### config.mk
export PLATFORM = sky130hd
export DESIGN_NAME = uart_rx_os
export DESIGN_NICKNAME = d
export VERILOG_FILES = /design/src/rtl/uart_rx_os.sv
export SDC_FILE = /design/constraint.sdc
export NUM_CORES = 1
export LEC_CHECK = 0
export CAP_MARGIN = 30
export CORE_MARGIN = 4
export CORE_UTILIZATION = 40
export DETAILED_ROUTE_END_ITERATION = 8
export SETUP_SLACK_MARGIN = 0.3
export SLEW_MARGIN = 20
export SYNTH_ARGS = -nofsm -noshare
export SYNTH_HDL_FRONTEND = slang
export SYNTH_SLANG_ARGS = --single-unit
### constraint.sdc
create_clock -name clk -period 1.7 [get_ports clk]
set_clock_uncertainty 0.05 [all_clocks]
set_input_delay 0.34 -clock clk [delete_from_list [all_inputs] [get_ports clk]]
set_output_delay 0.34 -clock clk [all_outputs]
set_load 0.05 [all_outputs]
### src/rtl/uart_rx_os.sv
// Oversampling UART receiver: 2-flop synchronizer, 3-sample majority vote per bit, valid/ready output holding register.
// Optional parity stage is compiled in with `define UART_RX_OS_PARITY_EN.
module uart_rx_os #(
  parameter int unsigned WIDTH        = 8,
  parameter int unsigned CLKS_PER_BIT = 100,
  parameter int unsigned STOP_BITS    = 1,
  parameter int unsigned PARITY_ODD   = 0
) (
  input  logic             clk,
  input  logic             i_reset,
  input  logic             i_rx,
  output logic [WIDTH-1:0] o_data,
  output logic             o_valid,
  input  logic             i_ready,
  output logic             o_parity_err,
  output logic             o_frame_err,
  output logic             o_overrun,
  output logic             o_busy
);

  localparam int unsigned PW = $clog2(CLKS_PER_BIT);
  localparam int unsigned BW = $clog2(WIDTH + 1);

  localparam logic [PW-1:0] PH_S0   = PW'(CLKS_PER_BIT / 2 - 1);
  localparam logic [PW-1:0] PH_S1   = PW'(CLKS_PER_BIT / 2);
  localparam logic [PW-1:0] PH_DEC  = PW'(CLKS_PER_BIT / 2 + 1);
  localparam logic [PW-1:0] PH_LAST = PW'(CLKS_PER_BIT - 1);
  localparam logic [BW-1:0] BIT_LAST  = BW'(WIDTH - 1);
  localparam logic          STOP_LAST = 1'(STOP_BITS - 1);

  // Elaboration-time parameter sanity checks
  if (WIDTH < 5 || WIDTH > 9) begin : g_bad_width
    $error("uart_rx_os: WIDTH must be 5..9");
  end
  if (CLKS_PER_BIT < 8) begin : g_bad_cpb
    $error("uart_rx_os: CLKS_PER_BIT must be at least 8");
  end
  if (STOP_BITS < 1 || STOP_BITS > 2) begin : g_bad_stop
    $error("uart_rx_os: STOP_BITS must be 1 or 2");
  end
  if (PARITY_ODD > 1) begin : g_bad_podd
    $error("uart_rx_os: PARITY_ODD must be 0 or 1");
  end

  typedef enum logic [2:0] {
    IDLE,
    START,
    DATA,
`ifdef UART_RX_OS_PARITY_EN
    PARITY,
`endif
    STOP,
    WAIT_HIGH
  } state_t;

  state_t state, state_next;

  logic             rx_meta, rx_sync, rx_prev;
  logic [1:0]       flush_cnt;
  logic [PW-1:0]    phase;
  logic             samp0, samp1;
  logic [BW-1:0]    bit_cnt;
  logic             stop_cnt;
  logic [WIDTH-1:0] shreg;

  logic fall_edge, decide, vote, parity_err_c;
  logic phase_clr, bit_clr, shift_en, stop_inc, frame_done, frame_bad;
`ifdef UART_RX_OS_PARITY_EN
  logic par_bit, par_load;
`endif

  // Edge detection waits until the synchronizer holds real line samples after reset
  assign fall_edge = (flush_cnt == 2'd3) && rx_prev && !rx_sync;
  assign decide    = (phase == PH_DEC);
  assign vote      = (samp0 & samp1) | (samp0 & rx_sync) | (samp1 & rx_sync);

`ifdef UART_RX_OS_PARITY_EN
  assign parity_err_c = ((^shreg) ^ par_bit) != 1'(PARITY_ODD);
`else
  assign parity_err_c = 1'b0;
`endif

  // Synchronizer and edge-detect history
  always_ff @(posedge clk) begin
    if (i_reset) begin
      rx_meta   <= 1'b1;
      rx_sync   <= 1'b1;
      rx_prev   <= 1'b1;
      flush_cnt <= 2'd0;
    end else begin
      rx_meta <= i_rx;
      rx_sync <= rx_meta;
      rx_prev <= rx_sync;
      if (flush_cnt != 2'd3) flush_cnt <= flush_cnt + 2'd1;
    end
  end

  // State register
  always_ff @(posedge clk) begin
    if (i_reset) state <= IDLE;
    else         state <= state_next;
  end

  // Next-state and datapath strobes
  always_comb begin
    state_next = state;
    phase_clr  = 1'b0;
    bit_clr    = 1'b0;
    shift_en   = 1'b0;
    stop_inc   = 1'b0;
    frame_done = 1'b0;
    frame_bad  = 1'b0;
`ifdef UART_RX_OS_PARITY_EN
    par_load   = 1'b0;
`endif
    case (state)
      IDLE: begin
        if (fall_edge) begin
          state_next = START;
          phase_clr  = 1'b1;
        end
      end
      START: begin
        if (decide) begin
          if (vote) begin
            state_next = IDLE;
          end else begin
            state_next = DATA;
            bit_clr    = 1'b1;
          end
        end
      end
      DATA: begin
        if (decide) begin
          shift_en = 1'b1;
          if (bit_cnt == BIT_LAST) begin
`ifdef UART_RX_OS_PARITY_EN
            state_next = PARITY;
`else
            state_next = STOP;
`endif
          end
        end
      end
`ifdef UART_RX_OS_PARITY_EN
      PARITY: begin
        if (decide) begin
          par_load   = 1'b1;
          state_next = STOP;
        end
      end
`endif
      STOP: begin
        if (decide) begin
          if (!vote) begin
            frame_bad  = 1'b1;
            phase_clr  = 1'b1;
            state_next = WAIT_HIGH;
          end else if (stop_cnt == STOP_LAST) begin
            frame_done = 1'b1;
            state_next = IDLE;
          end else begin
            stop_inc = 1'b1;
          end
        end
      end
      WAIT_HIGH: begin
        if (rx_sync && phase == PH_LAST) state_next = IDLE;
      end
      default: state_next = IDLE;
    endcase
  end

  // Bit timing, sampling and shift register
  always_ff @(posedge clk) begin
    if (i_reset) begin
      phase    <= '0;
      samp0    <= 1'b1;
      samp1    <= 1'b1;
      bit_cnt  <= '0;
      stop_cnt <= 1'b0;
      shreg    <= '0;
`ifdef UART_RX_OS_PARITY_EN
      par_bit  <= 1'b0;
`endif
    end else begin
      if (phase_clr || state == IDLE) begin
        phase <= '0;
      end else if (state == WAIT_HIGH) begin
        // In WAIT_HIGH the phase counter measures a continuous high run
        if (!rx_sync || phase == PH_LAST) phase <= '0;
        else                              phase <= phase + PW'(1);
      end else begin
        phase <= (phase == PH_LAST) ? '0 : phase + PW'(1);
      end

      if (phase == PH_S0) samp0 <= rx_sync;
      if (phase == PH_S1) samp1 <= rx_sync;

      if (bit_clr) begin
        bit_cnt  <= '0;
        stop_cnt <= 1'b0;
      end else begin
        if (shift_en) bit_cnt <= bit_cnt + BW'(1);
        if (stop_inc) stop_cnt <= 1'b1;
      end

      if (shift_en) shreg <= {vote, shreg[WIDTH-1:1]};
`ifdef UART_RX_OS_PARITY_EN
      if (par_load) par_bit <= vote;
`endif
    end
  end

  // Output holding register with valid/ready handshake
  always_ff @(posedge clk) begin
    if (i_reset) begin
      o_data       <= '0;
      o_valid      <= 1'b0;
      o_parity_err <= 1'b0;
      o_frame_err  <= 1'b0;
      o_overrun    <= 1'b0;
      o_busy       <= 1'b0;
    end else begin
      o_frame_err <= frame_bad;
      o_overrun   <= 1'b0;
      o_busy      <= (state_next != IDLE);
      if (frame_done) begin
        if (!o_valid || i_ready) begin
          o_data       <= shreg;
          o_parity_err <= parity_err_c;
          o_valid      <= 1'b1;
        end else begin
          o_overrun <= 1'b1;
        end
      end else if (o_valid && i_ready) begin
        o_valid <= 1'b0;
      end
    end
  end

endmodule

==> results.sh, run 1 <==
export IMPL_status="complete, no violations"
export IMPL_port_buffer_count=15
export IMPL_drtIter0Drc=82
export IMPL_cp_startpoint="phase[0]$_SDFF_PP0_"
export IMPL_grt_pass1_vias=1459
export IMPL_grt_pass1_wl_mm=6.88
export IMPL_clk_latency_ns=0.29
export IMPL_seq_area_um2=850
export IMPL_finish_instance_area_um2=2280
export IMPL_cts_made_buffers=5
export IMPL_synth_area_um2=1780
export IMPL_grt_usage_pct=16.3
export IMPL_rrSetupSlack_ns=0.05
export IMPL_syn_inst=202
export IMPL_areaGrowthSynthToFinish_pct=28.2
export IMPL_period_needed_ns=1.65
export IMPL_ctsRootBufferMaster="clkbuf_8"
export IMPL_io_pin_count=17
export IMPL_hp_start="rx_meta$_SDFF_PP1_"
export IMPL_ys_warn_count=0
export IMPL_clockBufferDepth=2
export IMPL_fp_row_count=23
export IMPL_multi_input_area_um2=943
export IMPL_vias=1506
export IMPL_synth_fa_ha_area_share_pct=4.08
export IMPL_layout_cells_non_filler=286
export IMPL_yosys_area_share_simple_pct=26.2
export IMPL_hold_end="rx_sync$_SDFF_PP1_"
export IMPL_viasPerCell=5.27
export IMPL_yosysSeqAreaShare_pct=47.3
export IMPL_synth_compound_area_share_pct=13.4
export IMPL_wl_mm=4.01
export IMPL_endpoint_kind="flop"
export IMPL_nNetsFinal=245
export IMPL_syn_area_per_cell_um2=8.80
export IMPL_dr_pass1_iters=4
export IMPL_dpl_instance_area_um2=2070
export IMPL_fin_crit_sh_pct=97.1
export IMPL_h_tree_depth=2
export IMPL_die_x_um=74.7
export IMPL_vdd_drop_max_mv=0.555
export IMPL_ys_ff_latch=42
export IMPL_cts_clk_slew_worst_paths_ns=0.07
export IMPL_grt_overflow_total=0
export IMPL_fmax_ghz=0.606
export IMPL_hold_path_class="reg -> reg"
export IMPL_critPathArrivalTime_ns=1.82
export IMPL_initial_utilization_pct=42.9
export IMPL_die_area_um2=5580
export IMPL_wl_per_cell_um=14.0
export IMPL_cts_sinks=42
export IMPL_place_congestion=1.01
export IMPL_dieHeight_um=74.7
export IMPL_power_w=0.00186
export IMPL_drive_gt1_share_pct=25.4
export IMPL_synth_top_family_by_area="simple AND/OR/NAND/NOR gates"
export IMPL_antenna_found_initial=0
export IMPL_worstHoldPathCells=1
export IMPL_powerDensity_nw_per_um2=818
export IMPL_synthMuxAreaShare_pct=1.69
export IMPL_synth_cell_types=38
export IMPL_regToRegStartpoint="phase[0]$_SDFF_PP0_"
export IMPL_syn_num_nets=211
export IMPL_core_um2=4140
export IMPL_setup_tns_ns=0
export IMPL_drc=0
export IMPL_hpwl_mm=2.94
export IMPL_cts_tree="built"
export IMPL_grt_max_degree=18
export IMPL_placed_cells=274
export IMPL_fillers=386
export IMPL_final_max_slew_viol_count=0
export IMPL_rsz0062_at_grt="yes"
export IMPL_antenna_left=0
export IMPL_cp_data_required_time_ns=1.87
export IMPL_finalSetupViolations=0
export IMPL_p_leak_nw=0.828
export IMPL_cp_max_fo=5
export IMPL_drv_cap=0
export IMPL_timing_hold_violations_final=0
export IMPL_reg2reg_depth=5
export IMPL_synthXorXnorAreaFrac_pct=3.45
export IMPL_antenna_cells=0
export IMPL_worst_r2r_endpoint="bit_cnt[3]$_SDFFE_PP0P_"
export IMPL_cp_start_kind="flop"
export IMPL_critical_path_class="reg -> reg"
layout by cell type (no fill, tap or decap), types with 2 or more instances in the layout:
cell type	count
dfxtp_1	39
nand3_1	9
o21ai_0	5
clkdlybuf4s50_1	3
mux2i_1	3
a21o_1	2
nor2b_1	2
xnor2_1	4
nor3_1	2
nor4_1	2
clkbuf_8	6
and3_1	2
dfxtp_4	2
ha_1	4
nor2_1	12
nand2_1	26
nand3b_1	3
inv_1	6
nand4_1	9
a21oi_1	24
nand2b_1	3
buf_6	3
xor2_1	3
or2_2	3
o21ai_1	6
buf_4	30
flip-flops by register name, summed over array words and instances, names as in the netlist:
register,cells
o_valid,1
stop_cnt,1
o_data,8
rx_sync,1
o_busy,1
rx_meta,1
shreg,8
flush_cnt,2
state,3
phase,7
samp1,1
o_frame_err,1
rx_prev,1
o_overrun,1
bit_cnt,4
samp0,1
per-stage QoR:
stage          utilization, %  hold WS, ns  setup WS [ns]
2_1_floorplan               -        0.339         0.0950
3_5_place_dp             50.0        0.351        0.00429
5_1_grt                  55.0        0.386         0.0104
4_1_cts                  54.4        0.369         0.0483
3_3_place_gp             50.0        0.344         0.0758
6_report                 55.0        0.364         0.0496
worst max-delay path, stage by stage, from the launching register on:
cell and delay (ns):
dfxtp_4 0.36, ha_4 0.16, nand4bb_4 0.14, or4_4 0.45, or3_1 0.31, a21oi_1 0.12
how the worst max path moves through the flow:
| stage | endpoint | slack, ns | depth (start not counted) |
|---|---|---|---|
| 2_1_floorplan | bit_cnt[3]$_SDFFE_PP0P_ | 0.09 | 5 |
| 3_3_place_gp | bit_cnt[3]$_SDFFE_PP0P_ | 0.08 | 5 |
| 3_5_place_dp | bit_cnt[2]$_SDFFE_PP0P_ | 0.004 | 6 |
| 4_1_cts | bit_cnt[3]$_SDFFE_PP0P_ | 0.05 | 5 |
| 5_1_grt | shreg[1]$_SDFFE_PP0P_ | 0.01 | 6 |
| 6_report | bit_cnt[3]$_SDFFE_PP0P_ | 0.05 | 5 |
synthesized netlist by cell type:
cell        n  area, um2
buf_4       1       7.51
a211oi_1    1       7.51
xnor2_1     4       35.0
nand2b_1    4       25.0
o21ai_0    11       55.1
or4_4       1       11.3
mux2i_1     3       30.0
and3b_1     1       8.76
and4bb_2    1       12.5
dfxtp_1    42        841
buf_2       1       5.00
ha_1        5       62.6
maj3_1      1       10.0
nand4bb_4   1       27.5
nor3b_1     1       7.51
a21oi_1    24        120
nor4_1      3       18.8
conb_1      1       3.75
or3_1       1       6.26
clkbuf_1    8       30.0
nand3b_1    2       15.0
nand4_1     9       56.3
a21o_1      2       15.0
inv_1       6       22.5
or2_2       3       18.8
a211o_1     1       8.76
and3_1      2       12.5
nand2_1    26       97.6
nor4b_1     2       17.5
xor2_1      3       26.3
a31o_2      2       17.5
nand4bb_1   1       11.3
nor2b_1     3       18.8
a41oi_1     1       8.76
nor2_1     12       45.0
a31oi_1     1       6.26
nand3_1     9       45.0
nor3_1      2       10.0
metal layers:
layer  share of wire (%)  track usage (%)  vias up
met5                   0                0        -
met4                 1.5             6.72        0
met3                 4.0             3.87        4
met2                  45             25.1       34
met1                  49             22.0      693
li1                    -                -      775
power by group:
group	switching (W)	leakage, nW	internal, W
sequential	0.00000882	0.342	0.000995
clock	0.000319	0.0573	0.000470
combinational	0.0000403	0.429	0.0000320
total	0.000368	0.828	0.00150
cell families after synthesis:
family	after synthesis
AO/OA/AOI/OAI	43
XOR/XNOR	7
adder cells (fa/ha/maj)	6
buffers and inverters	16
flip-flops	42
multiplexers	3
other	1
AND/OR/NAND/NOR	84
area by class of cell:
type | count | share of cell area [%]
Multi-Input combinational cell | 145 | 41.4
Tap cell | 50 | 2.74
Sequential cell | 42 | 37.3
Clock buffer | 6 | 3.62
Inverter | 6 | 0.988
Clock inverter | 1 | 1.32
Timing Repair Buffer | 36 | 12.7
what timing repair did:
action	4_1_cts	5_1_grt
hold buffers	0	0
setup buffers	4	0
gates resized for setup	13	6
gates cloned	1	0
endpoints found under the setup margin	35	35
pin swaps	3	1
Power figures use the tool's default switching activity.
==> run 2, diff against run 1 <==
--- a/config.mk
+++ b/config.mk
@@ -9,6 +9,8 @@
 export CORE_MARGIN = 4
 export CORE_UTILIZATION = 40
 export DETAILED_ROUTE_END_ITERATION = 8
+export GPL_ROUTABILITY_DRIVEN = 0
+export RECOVER_POWER = 25
 export SETUP_SLACK_MARGIN = 0.3
 export SLEW_MARGIN = 20
 export SYNTH_ARGS = -nofsm -noshare
==> run 2 against run 1 <==
Compared with the run above:
- non-clock buffer count rose by 2
- global-route usage fell by 0.61 points
- sequential power barely moved
- critical path type unchanged
- largest power group unchanged
==> results.sh, run 2 (synthesized netlist as in run 1, its figures left out) <==
export IMPL_period_needed_ns=1.65
export IMPL_seq_area_um2=848
export IMPL_p_leak_nw=0.801
export IMPL_rsz0062_at_grt="yes"
export IMPL_final_max_slew_viol_count=0
export IMPL_crit_path_top_delay_cell="or4_4"
export IMPL_grt_pass1_vias=1453
export IMPL_relSlewSlack_pct=59.5
export IMPL_worst_pin_slew_ns=0.611
export IMPL_antenna_found_initial=0
export IMPL_die_x_um=74.7
export IMPL_dpl_instance_area_um2=2080
export IMPL_cts_made_buffers=5
export IMPL_dieHeight_um=74.7
export IMPL_grt_pass1_wl_mm=6.69
export IMPL_grt_usage_pct=15.7
export IMPL_wl_mm=4.13
export IMPL_clockBufferDepth=2
export IMPL_h_tree_depth=2
export IMPL_cp_data_required_time_ns=1.89
export IMPL_drtIter0Drc=114
export IMPL_nNetsFinal=247
export IMPL_layout_cells_most_common="dfxtp_1"
export IMPL_cts_sinks=42
export IMPL_fin_crit_sh_pct=97.2
export IMPL_cts_hold_buf=0
export IMPL_core_um2=4140
export IMPL_vias=1546
export IMPL_fillers=379
export IMPL_hpwl_mm=2.93
export IMPL_drive_gt1_share_pct=24.3
export IMPL_critPathArrivalTime_ns=1.84
export IMPL_fp_row_count=23
export IMPL_dr_pass1_iters=4
export IMPL_multi_input_area_um2=947
export IMPL_endpoint_kind="flop"
export IMPL_cp_slowest_stage_delay_ns=0.45
export IMPL_clk_latency_ns=0.30
export IMPL_antenna_cells=0
export IMPL_ctsRootBufferMaster="clkbuf_8"
export IMPL_wl_per_cell_um=14.3
export IMPL_layout_common_cells="dfxtp_1 (40), nand2_1 (26), buf_4 (25), a21oi_1 (24), o21ai_0 (10)"
export IMPL_powerDensity_nw_per_um2=836
export IMPL_cp_start_kind="flop"
export IMPL_fmax_ghz=0.605
export IMPL_finalSetupViolations=0
export IMPL_io_pin_count=17
export IMPL_port_buffer_count=15
export IMPL_viasPerCell=5.35
export IMPL_critical_path_class="reg -> reg"
export IMPL_timing_hold_violations_final=0
export IMPL_path_cells="ha_4 -> nand4bb_4 -> or4_4 -> or3_1 -> a21oi_1"
export IMPL_largestRegisters="o_data (8), shreg (8), phase (7)"
export IMPL_setup_tns_ns=0
export IMPL_hold_path_class="reg -> reg"
export IMPL_antenna_left=0
export IMPL_grt_overflow_total=0
export IMPL_vdd_drop_max_mv=0.458
export IMPL_cp_max_fo=5
export IMPL_finish_instance_area_um2=2260
export IMPL_die_area_um2=5580
export IMPL_status="complete, no violations"
export IMPL_drc=0
export IMPL_grt_max_degree=18
export IMPL_areaGrowthSynthToFinish_pct=26.9
export IMPL_drv_cap=0
export IMPL_cts_clk_slew_worst_paths_ns=0.09
export IMPL_cts_tree="built"
export IMPL_initial_utilization_pct=42.9
[run 2: routing by layer]
metal  track usage [%]  vias to the layer above  share of wire, %
met5                 0                        -                 0
met1              21.0                      720                47
met2              24.5                       37                46
li1                  -                      781                 -
met3              4.27                        8               5.4
met4              5.14                        0               1.7
[run 2: timing repair]
action	CTS	global route
setup buffers	5	0
endpoints found under the hold margin	0	0
pin swaps	4	0
gates resized for setup	9	6
cloned	1	0
endpoints found under the setup margin	35	36
[run 2: through the flow]
stage               hold slack [ns]  power (W)  instances  util [%]  worst slack, ns
finish                        0.364    0.00189        289      54.4           0.0477
global route                  0.390    0.00195        289      54.4          0.00367
CTS                           0.365    0.00190        289      54.7           0.0462
detailed placement            0.346    0.00111        275      50.2           0.0116
global placement              0.345    0.00110        275      50.2           0.0730
floorplan                     0.339    0.00108        202         -           0.0950
[run 2: worst paths after layout]
kind	start	to	slack [ns]	cells after the start
worst min-delay path	rx_meta$_SDFF_PP1_	rx_sync$_SDFF_PP1_	0.36	1
worst min register to register	rx_meta$_SDFF_PP1_	rx_sync$_SDFF_PP1_	0.36	1
worst max-delay path	phase[0]$_SDFF_PP0_	bit_cnt[3]$_SDFFE_PP0P_	0.05	5
worst max register to register	phase[0]$_SDFF_PP0_	bit_cnt[3]$_SDFFE_PP0P_	0.05	5
[run 2: worst max-delay path: cells and delay by family (launching register included)]
family                     cells  cell delay [ns]
AOI/OAI and AO/OA              1             0.12
adders and majority gates      1             0.15
DFF                            1             0.37
and+or+nand+nor                3             0.91
[run 2: area by class of cell]
class	instances	share of cell area, %
Clock buffer	5	3.05
Clock inverter	3	1.94
Inverter	6	0.998
Multi-Input combinational cell	145	42.0
Sequential cell	42	37.6
Tap cell	50	2.77
Timing Repair Buffer	38	11.6
[run 2: where the power goes]
group / internal, W / leakage [nW] / total, W / switching, W
logic: 0.0000305 / 0.402 / 0.0000744 / 0.0000439
clock network: 0.000440 / 0.0585 / 0.000809 / 0.000368
registers: 0.000995 / 0.341 / 0.00100 / 0.00000919
total: 0.00147 / 0.801 / 0.00189 / 0.000421
==> run 3, diff against run 2 <==
--- a/config.mk
+++ b/config.mk
@@ -10,6 +10,7 @@
 export CORE_UTILIZATION = 40
 export DETAILED_ROUTE_END_ITERATION = 8
 export GPL_ROUTABILITY_DRIVEN = 0
+export HOLD_SLACK_MARGIN = 0.05
 export RECOVER_POWER = 25
 export SETUP_SLACK_MARGIN = 0.3
 export SLEW_MARGIN = 20
==> constraint.sdc (replaced) <==
create_clock -name clk -period 1.47 [get_ports clk]
set_clock_uncertainty 0.05 [all_clocks]
set_input_delay 0.294 -clock clk [delete_from_list [all_inputs] [get_ports clk]]
set_output_delay 0.294 -clock clk [all_outputs]
set_load 0.05 [all_outputs]
==> run 3 against run 2 <==
Compared with the run above:
- the run now ends with negative setup slack left
- critical endpoint unchanged
- sequential share of layout area down 7.6 points
- critical path depth unchanged
- combinational power increased by 36%
- power grew 4.6%
- largest cell class unchanged
- routed wire length rose by 23%
- first-iteration DRC count is 4.4% higher
- hold slack better by 0.032 ns
- non-clock buffer count is 22 higher
- sequential power rose by 16%
- core utilization up 15 points
- clock-buffer cell count stayed put
==> results.sh, run 3 (synthesized netlist as in run 1, its figures left out) <==
export IMPL_status="finished with violations"
export IMPL_violations="negative setup slack"
export IMPL_clockBufferDepth=2
export IMPL_seq_area_um2=867
export IMPL_fin_crit_sh_pct=114
export IMPL_grt_pass1_vias=1637
export IMPL_antenna_left=0
export IMPL_hpwl_mm=3.23
export IMPL_power_w=0.00197
export IMPL_setup_tns_ns=-2.81
export IMPL_areaGrowthSynthToFinish_pct=62.4
export IMPL_drv_cap=0
export IMPL_layout_common_cells="buf_4 (27), dfxtp_1 (25), nand2_1 (24), a21oi_1 (16), dfxtp_2 (15)"
export IMPL_path_cells="ha_4 -> nand4bb_4 -> or4_4 -> or3_4 -> a21oi_2"
export IMPL_cp_data_required_time_ns=1.65
export IMPL_cp_slowest_stage_delay_ns=0.45
export IMPL_die_area_um2=5580
export IMPL_cp_max_fo=4
export IMPL_p_leak_nw=1.04
export IMPL_cts_sinks=42
export IMPL_fillers=314
export IMPL_rsz0062_at_grt="yes"
export IMPL_vias=1708
export IMPL_die_x_um=74.7
export IMPL_multi_input_area_um2=1190
export IMPL_wl_per_cell_um=16.3
export IMPL_dieHeight_um=74.7
export IMPL_wl_mm=5.07
export IMPL_cts_made_buffers=5
export IMPL_drive_gt1_share_pct=52.5
export IMPL_regToRegStartpoint="phase[0]$_SDFF_PP0_"
export IMPL_drtIter0Drc=119
export IMPL_timing_hold_violations_final=0
export IMPL_finalSetupViolations=30
export IMPL_crit_path_top_delay_cell="or4_4"
export IMPL_drc=0
export IMPL_grt_usage_pct=19.6
export IMPL_core_um2=4140
export IMPL_port_buffer_count=15
export IMPL_endpoint_kind="flop"
export IMPL_setup_ws_ns=-0.201
export IMPL_layout_cells_non_filler=311
export IMPL_viasPerCell=5.49
export IMPL_ctsRootBufferMaster="clkbuf_8"
export IMPL_nNetsFinal=270
export IMPL_vdd_drop_max_mv=0.556
export IMPL_hp_start="rx_meta$_SDFF_PP1_"
export IMPL_grt_pass1_wl_mm=8.25
export IMPL_final_max_slew_viol_count=0
export IMPL_initial_utilization_pct=42.9
export IMPL_powerDensity_nw_per_um2=683
export IMPL_critPathArrivalTime_ns=1.85
export IMPL_cts_tree="built"
export IMPL_dr_pass1_iters=4
export IMPL_cts_hold_buf=0
export IMPL_placed_cells=287
export IMPL_critical_path_class="reg -> reg"
export IMPL_antenna_cells=0
export IMPL_clk_latency_ns=0.29
export IMPL_hold_path_class="reg -> reg"
export IMPL_cts_clk_slew_worst_paths_ns=0.08
export IMPL_pre_cts_ws_ns=-0.245
export IMPL_largestRegisters="o_data (8), shreg (8), phase (7)"
export IMPL_cp_startpoint="phase[0]$_SDFF_PP0_"
export IMPL_grt_max_degree=13
export IMPL_grt_overflow_total=0
export IMPL_antenna_found_initial=0
export IMPL_layout_cells_most_common="buf_4"
export IMPL_h_tree_depth=2
export IMPL_fp_row_count=23
export IMPL_cp_start_kind="flop"
export IMPL_fmax_ghz=0.598
export IMPL_final_core_util_pct=69.7
export IMPL_period_needed_ns=1.67
export IMPL_io_pin_count=17
==> run 3: cell type report <==
type                       count  area share, %
timing repair buffer          60           23.1
clock inverter                 2          0.347
tap                           50           2.17
sequential                    42           30.0
multi-input combinational    146           41.2
inverter                       6          0.780
clock buffer                   5           2.38
==> run 3: per-layer routing <==
layer	vias to the layer above	share of wire, %	global-route usage [%]	routed length, um
li1	835	-	-	-
met1	824	44	26.4	2260
met2	38	50	31.6	2530
met3	11	4.3	5.07	217
met4	0	1.2	4.74	62
met5	-	0	0	0
==> run 3: worst max-delay path: cells and delay by family, from the launching register on <==
kind                       cells  cell delay (ns)
and+or+nand+nor                3             0.92
AOI/OAI and AO/OA              1             0.12
adders and majority gates      1             0.16
DFF                            1             0.36
==> run 3: final timing paths <==
| kind | end | slack [ns] | depth (start not counted) |
|---|---|---|---|
| max | bit_cnt[3]$_SDFFE_PP0P_ | -0.20 | 5 |
| min | rx_sync$_SDFF_PP1_ | 0.40 | 1 |
| max reg2reg | bit_cnt[3]$_SDFFE_PP0P_ | -0.20 | 5 |
| min reg2reg | rx_sync$_SDFF_PP1_ | 0.40 | 1 |
==> run 3: power breakdown <==
group	switching (W)	internal, W
clock network	0.000392	0.000319
registers	0.0000104	0.00115
logic	0.0000568	0.0000439
==> run 3: what timing repair did <==
action	4_1_cts	5_1_grt
setup endpoints to repair	44	44
gates cloned	5	0
pin swaps	22	9
buffers inserted	8	4
resized for setup	67	28
==> run 3: stage by stage <==
step	cell area, um2	hold WS [ns]
final	2890	0.396
after detailed placement	2330	0.365
after CTS	2750	0.402
after global routing	2890	0.403
after floorplan	1830	0.339
after global placement	2330	0.372
==> RTL change 1 (flow settings as in run 3) <==
Add a define of `UART_RX_OS_PARITY_EN`.
--- a/src/rtl/uart_rx_os.sv
+++ b/src/rtl/uart_rx_os.sv
@@ -1,4 +1,6 @@
 // Oversampling UART receiver: 2-flop synchronizer, 3-sample majority vote per bit, valid/ready output holding register.
 // Optional parity stage is compiled in with `define UART_RX_OS_PARITY_EN.
+`define UART_RX_OS_PARITY_EN
+
 module uart_rx_os #(
   parameter int unsigned WIDTH        = 8,
Behaviour: no difference found for any inputs over 10 cycles, from zero or initial values and one cycle with i_reset high; that may be too few to reach the edited logic, so the function may still have changed.
==> RTL change 1 against run 3 <==
  * Design area down 2.4%
  * Highest routed layer unchanged
  * Global-route usage down 4.5 points
  * Wire length down 17%
  * The flow still finishes with violations (setup timing)
  * Largest power group is now clock
  * Area after synthesis up 5.8%
  * Sequential cell count up 2
  * Sequential share of layout area up 2.0 points
  * Largest cell class unchanged
  * Critical endpoint is now o_busy
  * Setup slack worse by 0.40 ns
  * Clock power up 78%
  * Total power up 31%
==> RTL change 1: results (changes against run 3) <==
| Metric | Value |
|---|---|
| Fillers | 349 (+11%) |
| Synth area leaders | dfxtp_1 47%, mux2i_1 12%, nor2_1 7.4% |
| Final WS setup | -0.601 ns (-0.400 ns) |
| Synth Area in Adders | 3.92% (-0.16 points) |
| WHS | 0.365 ns (-0.0313 ns) |
| DP Cell Count | 283 (-1.4%) |
| Final setup TNS | -17.48 ns (-14.68 ns) |
| Endpoints failing setup | 37 (+23%) |
| Number of cells on the worst reg-to-reg path | 6 (+1) |
| Critical path data arrival time | 2.24 ns (+0.39 ns) |
| WL per Instance | 14.0 um (-14%) |
| Vias in the first global route | 1497 (-8.6%) |
| Post-Synth XOR/XNOR Area | 8.18% (+4.7 points) |
| Synth Instances | 191 (-5.4%) |
| Crit. Startpoint | phase[1] |
| Highest-delay cell along the critical path | or3_4 |
| Nets@finish | 255 (-5.6%) |
| Outcome | finished with violations |
| Sequential-to-total area share from yosys stat | 46.8% (-0.48 points) |
| FF-to-FF End | o_busy |
| Iteration-0 DRC Markers | 50 (-58%) |
| Number of buffers added on ports | 16 (+1) |
| Reg-to-reg slack, setup | -0.60 ns (-0.40 ns) |
| CP peak stage delay | 0.42 ns (-0.03 ns) |
| Synth top cells by count | 44 x dfxtp_1, 37 x nor2_1, 23 x mux2i_1 |
| Compound-Gate Fraction of Synth Area | 3.92% (-9.5 points) |
| Violated checks | setup timing |
| All-Layer GR Usage | 15.1% (-4.5 points) |
| Post-Synthesis Net Count | 200 (-5.2%) |
| Mux share of post-synthesis cell area | 12.2% (+11 points) |
| Routed WL | 4.20 mm (-17%) |
## RTL change 1: cell types whose count changed after synthesis, sizes merged, moves of 3 or more
cell    change
a21oi      -20
clkbuf      -5
mux2i      +20
nand2      -14
nand3       -7
nand4       -7
nor2       +25
o21ai      -11
xnor2       +5
xor2        +3
## RTL change 1: metal layers
metal	track usage (%)	wire (um)	up-vias
met5	0	0	-
met4	6.34	87	0
met3	3.78	119	10
met2	25.7	2290	25
met1	18.1	1700	735
li1	-	-	751
## RTL change 1: logic make-up (layout without fill, tap and decap cells)
logic type / Yosys count / after routing
buf+inv: 12 / 68
xor+xnor: 16 / 16
flops: 44 / 44
simple gates: 81 / 81
fa+ha+maj: 6 / 6
compound gates: 9 / 9
mux: 23 / 23
## RTL change 1: worst max path at each step
| stage | endpoint |
|---|---|
| floorplan | o_busy |
| global placement | o_busy |
| detailed placement | o_busy |
| CTS | o_busy |
| global route | o_busy |
| finish | o_busy |
## RTL change 1: per-stage QoR
stage	area [sq um]	power, mW
after global placement	2450	1.33
final	2820	2.58
after CTS	2720	2.61
after floorplan	1910	1.30
after detailed placement	2450	1.34
after global routing	2820	2.67
## RTL change 1: layout make-up
| cell class | count | area (sq um) | area share (%) |
|---|---|---|---|
| Multi-Input combinational cell | 135 | 1070 | 38.1 |
| Sequential cell | 44 | 902 | 32.0 |
| Timing Repair Buffer | 54 | 594 | 21.1 |
| Clock inverter | 3 | 90.1 | 3.20 |
| Clock buffer | 5 | 68.8 | 2.44 |
| Tap cell | 52 | 65.1 | 2.31 |
| Inverter | 6 | 22.5 | 0.799 |
## RTL change 1: repair_timing
| action | CTS | global route |
|---|---|---|
| endpoints found under the setup margin | 50 | 46 |
| buffers inserted | 5 | 3 |
| pin swaps | 10 | 10 |
| gates resized for setup | 23 | 24 |
## RTL change 1: power by group
group          leakage (nW)  internal, mW  total (mW)  switching, mW
combinational         0.720        0.0494      0.0982         0.0488
sequential            0.364          1.21        1.22        0.00934
clock                0.0784         0.850        1.27          0.417
==> RTL change 2 (flow settings as in run 3) <==
Without the edit above. The output `o_frame_err` loses its register stage (`o_frame_err` becomes a continuous assignment).
--- a/src/rtl/uart_rx_os.sv
+++ b/src/rtl/uart_rx_os.sv
@@ -219,9 +219,7 @@
       o_valid      <= 1'b0;
       o_parity_err <= 1'b0;
-      o_frame_err  <= 1'b0;
       o_overrun    <= 1'b0;
       o_busy       <= 1'b0;
     end else begin
-      o_frame_err <= frame_bad;
       o_overrun   <= 1'b0;
       o_busy      <= (state_next != IDLE);
@@ -240,4 +238,6 @@
   end
 
+  assign o_frame_err = frame_bad;
+
 endmodule
 
Function: same outputs for any inputs over 10 cycles, from zero or initial values and one cycle with i_reset high; that may be too few to reach the edited logic, so the function may still have changed.
==> RTL change 2 against run 3 <==
  * The flow still finishes with violations (setup timing)
  * Cell count shrank 7.4%
  * Area after synthesis down 4.9%
  * Largest power group unchanged
  * Critical path type is now register to output port
  * Synthesized cell count is 9.9% lower
  * Via count down 17%
  * Total power fell by 2.2%
  * Design area decreased by 12%
  * Sequential cell count is 1 lower
  * Wire length shrank 28%
  * Die area shrank 4.4%
  * Clock power about the same
  * Setup slack got worse by 0.12 ns
  * Critical endpoint is now o_frame_err
  * Hold slack worse by 0.038 ns
==> RTL change 2: results (changes against run 3) <==
| Metric | Value |
|---|---|
| Largest net degree at the start of global routing | 21 (+8) |
| Pre-CTS WS | -0.201 ns (+0.0433 ns) |
| Vias in the first global route | 1329 (-19%) |
| FF-to-FF End | o_data[6] |
| CP Max Fanout | 2 (-2) |
| Synth area leaders | dfxtp_1 49%, nor2_1 6.2%, mux2i_1 5.3% |
| Share of cells above drive strength 1 | 39.5% (-13 points) |
| WL per Instance | 12.7 um (-22%) |
| Iteration-0 DRC Markers | 81 (-32%) |
| Met1 Usage GRT | 18.0% (-8.3 points) |
| Post-Synthesis Net Count | 191 (-9.5%) |
| Maximum vdd ir drop | 0.400 mV (-28%) |
| Outcome | finished with violations |
| Inverter count | 4 (-2) |
| Mean Syn Cell Area | 9.29 sq um (+5.5%) |
| M1 wire length | 1.69 mm (-25%) |
| Reg-to-reg slack, setup | -0.27 ns (-0.07 ns) |
| CP peak stage delay | 0.36 ns (-0.09 ns) |
| Seq_cells | 41 (-2.4%) |
| Sink of the worst hold path | rx_meta |
| Post-Place Cell Area | 0.00223 sq mm (-4.2%) |
| WHS Path Cells | 2 (+1) |
| Synth top cells by count | 41 x dfxtp_1, 28 x nor2_1, 23 x nand2_1 |
| First-pass GRT wire length | 6.00 mm (-27%) |
| Sequential share of cell area | 33.3% (+3.2 points) |
| Met2 routed WL | 1.78 mm (-30%) |
| Sw Share | 23.0% (-0.34 points) |
| Number of cells on the worst reg-to-reg path | 8 (+3) |
| All-Layer GR Usage | 14.4% (-5.1 points) |
| Signal buffers | 55 (-8.3%) |
| Worst Setup EP | o_frame_err |
| Endpoints failing setup | 36 (+20%) |
| Critical path data arrival time | 1.44 ns (-0.41 ns) |
| Routed WL | 3.65 mm (-28%) |
| Highest-delay cell along the critical path | dfxtp_2 |
| Vias per cell | 4.90 (-11%) |
| DR WL met3 | 131 um (-40%) |
| Clk tree area frac | 3.41% (+0.68 points) |
| Violated checks | setup timing |
| Final WS setup | -0.318 ns (-0.116 ns) |
| Hold path startpoint | i_reset |
RTL change 2: power by group through the flow:
| stage | Clock, mW | Sequential [mW] | Combinational (mW) |
|---|---|---|---|
| 2_1_floorplan | 0 | 1.16 | 0.0555 |
| 3_3_place_gp | 0 | 1.16 | 0.0784 |
| 3_5_place_dp | 0 | 1.16 | 0.0844 |
| 4_1_cts | 0.737 | 1.14 | 0.0857 |
| 5_1_grt | 0.792 | 1.14 | 0.0916 |
| 6_report | 0.714 | 1.13 | 0.0830 |
RTL change 2: cell families (layout without fill, tap and decap cells):
kind of cell	Yosys count	after routing	synth area share (%)
adders and majority gates	5	5	3.70
other	1	1	0.222
AOI/OAI and AO/OA	25	25	9.25
muxes	9	9	5.33
and+or+nand+nor	81	81	25.1
DFF	41	41	48.6
xor gates and xnor gates	9	9	4.66
buffers and inverters	11	67	3.18
RTL change 2: repair_timing:
item	CTS	global route
setup endpoints to repair	46	41
pin swaps	5	8
buffers inserted	9	6
gates resized for setup	26	9
